$ cat config.mk
export PLATFORM = sky130hd
export DESIGN_NAME = if_fetch
export DESIGN_NICKNAME = d
export VERILOG_FILES = /design/src/rtl/if_fetch.sv
export SDC_FILE = /design/constraint.sdc
export NUM_CORES = 1
export LEC_CHECK = 0
export BUFFER_PORTS_ARGS = -buffer_cell sky130_fd_sc_hd__buf_2
export CORE_MARGIN = 1.5
export CORE_UTILIZATION = 28
export CTS_CLUSTER_DIAMETER = 40
export DETAILED_ROUTE_END_ITERATION = 10
export HOLD_SLACK_MARGIN = 0.15
export PLACE_DENSITY = 0.56
export SLEW_MARGIN = 0
export SYNTH_ARGS = -nofsm -noshare
export SYNTH_HDL_FRONTEND = slang
export SYNTH_SLANG_ARGS = --single-unit
$ cat constraint.sdc
create_clock -name CLK -period 2.5 [get_ports CLK]
set_input_delay 0.25 -clock CLK [delete_from_list [all_inputs] [get_ports CLK]]
set_output_delay 0.25 -clock CLK [all_outputs]
set_load 0.005 [all_outputs]
$ cat src/rtl/if_fetch.sv
// Instruction-fetch stage: owns the PC, issues one fetch at a time on the
// req/addr_ok/data_ok port and presents PC/instruction/valid to IC/ID.
module if_fetch #(
    parameter logic [31:0] RESET_PC = 32'hBFC0_0000,
    parameter int          ADDR_W   = 32,
    parameter int          DATA_W   = 32
) (
    input  logic              CLK,
    input  logic              RST,
    input  logic [1:0]        STALL,
    input  logic              BR_FLAG,
    input  logic [ADDR_W-1:0] BR_ADDR,
    output logic              INST_REQ,
    output logic [ADDR_W-1:0] INST_ADDR,
    input  logic              INST_ADDR_OK,
    input  logic              INST_DATA_OK,
    input  logic [DATA_W-1:0] INST_RDATA,
    output logic [ADDR_W-1:0] IC_PC,
    output logic [DATA_W-1:0] IC_INST,
    output logic              IV,
    output logic              IF_STALL_REQ
);

    typedef enum logic [1:0] {S_REQ, S_WAIT, S_HOLD} state_t;

    state_t             state, state_nx;
    logic [ADDR_W-1:0]  pc, pc_nx, target;
    logic [DATA_W-1:0]  hold_buf, hand_data;
    logic               kill, redir_pend, handoff;
    logic               unused_stall;

    assign unused_stall = STALL[1];

    always_comb begin
        state_nx     = state;
        handoff      = 1'b0;
        hand_data    = INST_RDATA;
        INST_REQ     = 1'b0;
        IF_STALL_REQ = 1'b0;
        case (state)
            S_REQ: begin
                INST_REQ     = 1'b1;
                IF_STALL_REQ = 1'b1;
                if (INST_ADDR_OK) state_nx = S_WAIT;
            end
            S_WAIT: begin
                IF_STALL_REQ = ~INST_DATA_OK;
                if (INST_DATA_OK) begin
                    if (!STALL[0]) begin
                        handoff  = 1'b1;
                        state_nx = S_REQ;
                    end else begin
                        state_nx = S_HOLD;
                    end
                end
            end
            S_HOLD: begin
                hand_data = hold_buf;
                if (!STALL[0]) begin
                    handoff  = 1'b1;
                    state_nx = S_REQ;
                end
            end
            default: state_nx = S_REQ;
        endcase
    end

    // A branch seen in the hand-off cycle redirects directly; otherwise the
    // latched target is used once the in-flight fetch drains.
    always_comb begin
        pc_nx = pc + ADDR_W'(4);
        if (BR_FLAG)         pc_nx = BR_ADDR;
        else if (redir_pend) pc_nx = target;
    end

    assign INST_ADDR = pc;

    always_ff @(posedge CLK) begin
        if (RST) begin
            state      <= S_REQ;
            pc         <= RESET_PC[ADDR_W-1:0];
            kill       <= 1'b0;
            redir_pend <= 1'b0;
            target     <= '0;
            hold_buf   <= '0;
            IC_PC      <= '0;
            IC_INST    <= '0;
            IV         <= 1'b0;
        end else begin
            state <= state_nx;
            if (handoff) begin
                IC_PC      <= pc;
                IC_INST    <= hand_data;
                IV         <= ~(kill | BR_FLAG);
                pc         <= pc_nx;
                kill       <= 1'b0;
                redir_pend <= 1'b0;
            end else if (BR_FLAG) begin
                kill       <= 1'b1;
                redir_pend <= 1'b1;
                target     <= BR_ADDR;
            end
            if (state == S_WAIT && INST_DATA_OK && STALL[0])
                hold_buf <= INST_RDATA;
        end
    end

endmodule

==> impl_results.rst <==
.. list-table::
   :header-rows: 1

   * - Metric
     - Value
   * - Number of port buffers
     - 168
   * - Critical-path cell list
     - inv_1 > ha_1 > a21oi_2 > or4b_1 > a221o_1 > a2bb2oi_1 > o22a_1
   * - Cell Count Post-Placement
     - 1341
   * - Leading register cell type out of synthesis
     - dfxtp_1
   * - I/O Pins
     - 170
   * - Switching power share of the total
     - 0.276
   * - Slew at the pin with the worst max-slew slack
     - 0.764 ns
   * - Peak fanout along the critical path
     - 5
   * - Global-route congestion overflow total
     - 0
   * - Critical Path Slowest Stage Cell
     - or4b_1
   * - Area Overhead vs Synth
     - 33.8%
   * - Overall routed net length
     - 22000 um
   * - Required time worst endpoint
     - 2.83 ns
   * - Synthesized netlist net count
     - 969
   * - Arrival time reported for the critical path endpoint
     - 2.57 ns
   * - Final max-slew violation count
     - 0
   * - Synthesis Warnings
     - 0
   * - Fraction of the core area covered by cells at the end of the flow
     - 0.381
   * - Die width
     - 163 um
   * - Max_slew headroom
     - 0.491
   * - Final Skew
     - 0.00777 ns
   * - Most frequent cells in the layout
     - nand2_1, buf_2, dfxtp_1
   * - Internal power of the cells
     - 4470 uW
   * - Outcome
     - complete, no violations
   * - Final standard cell count with taps included and fillers excluded
     - 1439
   * - Logic gate share of total power
     - 0.127
   * - Clock transition at the registers of the reported paths
     - 0.07 ns
   * - Num CTS Buffers
     - 17
   * - Path category of the worst min-delay check
     - in2reg
   * - Number of failing setup endpoints in the final timing report
     - 0
   * - Dominant cell type by area after synthesis
     - dfxtp_1
   * - Leading cell type in the layout, fill and taps excluded
     - nand2_1
   * - Placeable core region
     - 25100 um2
   * - Number of buffers and inverters on the critical path
     - 1
   * - Leakage power figure
     - 0.00368 uW
   * - MaxCap Viol Count
     - 0
   * - Initial drt markers
     - 448
   * - Worst vdd ir
     - 0.337 mV
   * - Number of library cell types mapped by synthesis
     - 58
   * - Worst reg-to-reg setup slack
     - 0.26 ns
   * - TritonCTS clock tree
     - yes
   * - Hold path depth
     - 5
   * - # rows
     - 58
   * - Share of synthesized area occupied by flip-flops and latches
     - 0.459
   * - Remaining routing DRC violations
     - 0
   * - Maximum number of pins on one net before global-route repair
     - 162
   * - Remaining number of nets flagged by the antenna check after routing
     - 0
   * - Max clock buf depth
     - 2
   * - Vias in the first global route
     - 6500
   * - Kind of start point of the critical path
     - flip-flop
   * - Average instance area after synthesis
     - 8.01 um2
   * - Avg Vias per Cell
     - 4.87
   * - Clk_lat worst skew
     - 0.44 ns
   * - Power spent charging and discharging nets
     - 1710 uW
   * - Min Clock Period, post-route
     - 2.24 ns
   * - Critical Setup Path Class
     - reg2reg
   * - Placed cell areas
     - 8350 um2
   * - Area share of the largest cell type after synthesis
     - 0.459
   * - Number of antenna violations at the first check in global routing
     - 3
   * - Syn Inst Count
     - 893
   * - Library cell used as clock root buffer
     - clkbuf_16
   * - Wire length of the first global-routing pass
     - 35000 um
   * - Yosys reg bits
     - 164
   * - Delay of the slowest critical-path stage
     - 0.65 ns
   * - Die Area
     - 26500 um2
   * - EDFF count, synth
     - 0
   * - Sink Count
     - 164
   * - Part of the total power dissipated in the clock network
     - 0.421
   * - Startpoint of the lowest-slack register-to-register path
     - state[1]$_SDFFE_PP0P_
   * - Top Family by Delay on Critical Path
     - compound AO/OA/AOI/OAI gates
   * - H-Tree Level Count
     - 4
   * - Setup repair after global routing missed its margin
     - no
   * - Final hold violation count
     - 0
   * - Post-DP HPWL
     - 14200 um
   * - P per Cell Area
     - 645 nW/um2
   * - Period utilisation layout
     - 0.897
   * - Worst reg2reg path endpoint
     - INST_ADDR[27]$_SDFFE_PP1P_
   * - Final total negative setup slack
     - 0 ns
   * - Buffers inserted by post-CTS timing repair
     - 0
   * - Most area-consuming cells after synthesis
     - dfxtp_1, nand2_1, a21oi_1
   * - Number of optimization iterations in the first detailed-route pass
     - 5
   * - Hold slack final
     - 0.258 ns
   * - Cell count of the worst reg-to-reg path
     - 7
   * - Fraction of layout instances using a drive strength above 1
     - 0.219
   * - Layout Cell Area excl Fill
     - 9570 um2
   * - Element type at the critical path end
     - flip-flop
   * - Effective utilization at floorplan
     - 0.285
   * - Startpoint of the most critical hold path
     - STALL[0]
   * - Max Fclk
     - 446 MHz
   * - Tot GR Track Use
     - 0.167
   * - Y dimension of the die
     - 163 um
   * - Relative contribution of sequential cells to total power
     - 0.452
   * - Cell Area, Synth
     - 7150 um2
   * - Detail-routed net length per standard cell
     - 15.3 um
   * - GPL Wtd Cong
     - 0.731
   * - Fraction of registers with async set/reset
     - 0
   * - Worst Hold Endpoint
     - state[1]$_SDFFE_PP0P_
   * - Nets
     - 1170
   * - Routed vias
     - 7010
## how the worst max path moves through the flow
| stage | slack [ns] | cells after the start | to | startpoint |
|---|---|---|---|---|
| floorplan | 0.48 | 9 | INST_ADDR[27]$_SDFFE_PP1P_ | state[0]$_SDFFE_PP0P_ |
| global placement | 0.30 | 7 | INST_ADDR[27]$_SDFFE_PP1P_ | state[1]$_SDFFE_PP0P_ |
| detailed placement | 0.26 | 7 | INST_ADDR[27]$_SDFFE_PP1P_ | state[1]$_SDFFE_PP0P_ |
| CTS | 0.26 | 7 | INST_ADDR[19]$_SDFFE_PP0P_ | state[1]$_SDFFE_PP0P_ |
| global route | 0.12 | 8 | target[7]$_SDFFE_PP0P_ | state[1]$_SDFFE_PP0P_ |
| finish | 0.26 | 7 | INST_ADDR[27]$_SDFFE_PP1P_ | state[1]$_SDFFE_PP0P_ |
## through the flow
stage	total power, uW	setup slack (ns)
global placement	3550	0.296
floorplan	3270	0.479
finish	6170	0.257
global route	6470	0.123
detailed placement	3560	0.259
CTS	6250	0.257
## layer usage
metal  track usage  part of all wire  vias to the layer above
met5             0                 0                        -
met4        0.0409            0.0086                        0
met3        0.0568             0.079                       13
met2         0.267              0.46                      210
met1         0.216              0.45                     3246
li1              -                 -                     3541
## power groups by stage
| stage | sequential (uW) | combinational [uW] | clock [uW] |
|---|---|---|---|
| after floorplan | 2840 | 432 | 0 |
| after global placement | 2840 | 704 | 0 |
| after detailed placement | 2850 | 709 | 0 |
| after CTS | 2790 | 793 | 2670 |
| after global routing | 2800 | 877 | 2800 |
| final | 2790 | 786 | 2600 |
## synthesized netlist by cell type, drive strengths merged, types with 3 or more instances
cell,count
a31oi,5
nand2b,3
o211ai,6
a22o,6
o21ai,24
nand3,14
nand4,6
nor2,52
nand2,221
mux2i,36
and3,5
ha,5
a221oi,9
a2bb2oi,4
o31ai,3
a221o,4
a22oi,9
inv,14
nor3,11
and4,3
a21oi,130
o22ai,3
buf,12
o221ai,3
clkbuf,66
nor4,11
xnor2,3
dfxtp,164
a211oi,33
## tightest hold or removal path: stages
cell and delay [ns]:
buf_2 0.14, nand2_1 0.07, nor2_1 0.03, a21oi_1 0.10, nor2_1 0.04
## cell type report
| cell class | count | area (um2) |
|---|---|---|
| fillers | 2622 | 15500 |
| multi-input cells | 637 | 3510 |
| flip-flops and latches | 164 | 3280 |
| repair buffers | 260 | 1730 |
| clock buffers | 17 | 425 |
| well taps | 330 | 413 |
| clock inverters | 15 | 148 |
| inverters | 14 | 52.6 |
| diodes | 2 | 5.00 |
## what timing repair did
action                                 4_1_cts  5_1_grt
endpoints found under the hold margin       68        0
resized for setup                            0        0
hold buffers                                64        0
## cells by family after synthesis
| logic type | after synthesis | share of synthesized area |
|---|---|---|
| xor+xnor | 3 | 0.00368 |
| flops | 164 | 0.459 |
| fa+ha+maj | 5 | 0.00875 |
| simple gates | 340 | 0.207 |
| mux | 36 | 0.0504 |
| compound gates | 253 | 0.219 |
| buf+inv | 92 | 0.0513 |
## sequential cells by signal, indices dropped and copies added (netlist names)
register	count
INST_ADDR	32
redir_pend	1
target	32
hold_buf	32
state	2
IV	1
IC_INST	32
IC_PC	32
No activity file was read; power rests on OpenSTA's default activity.
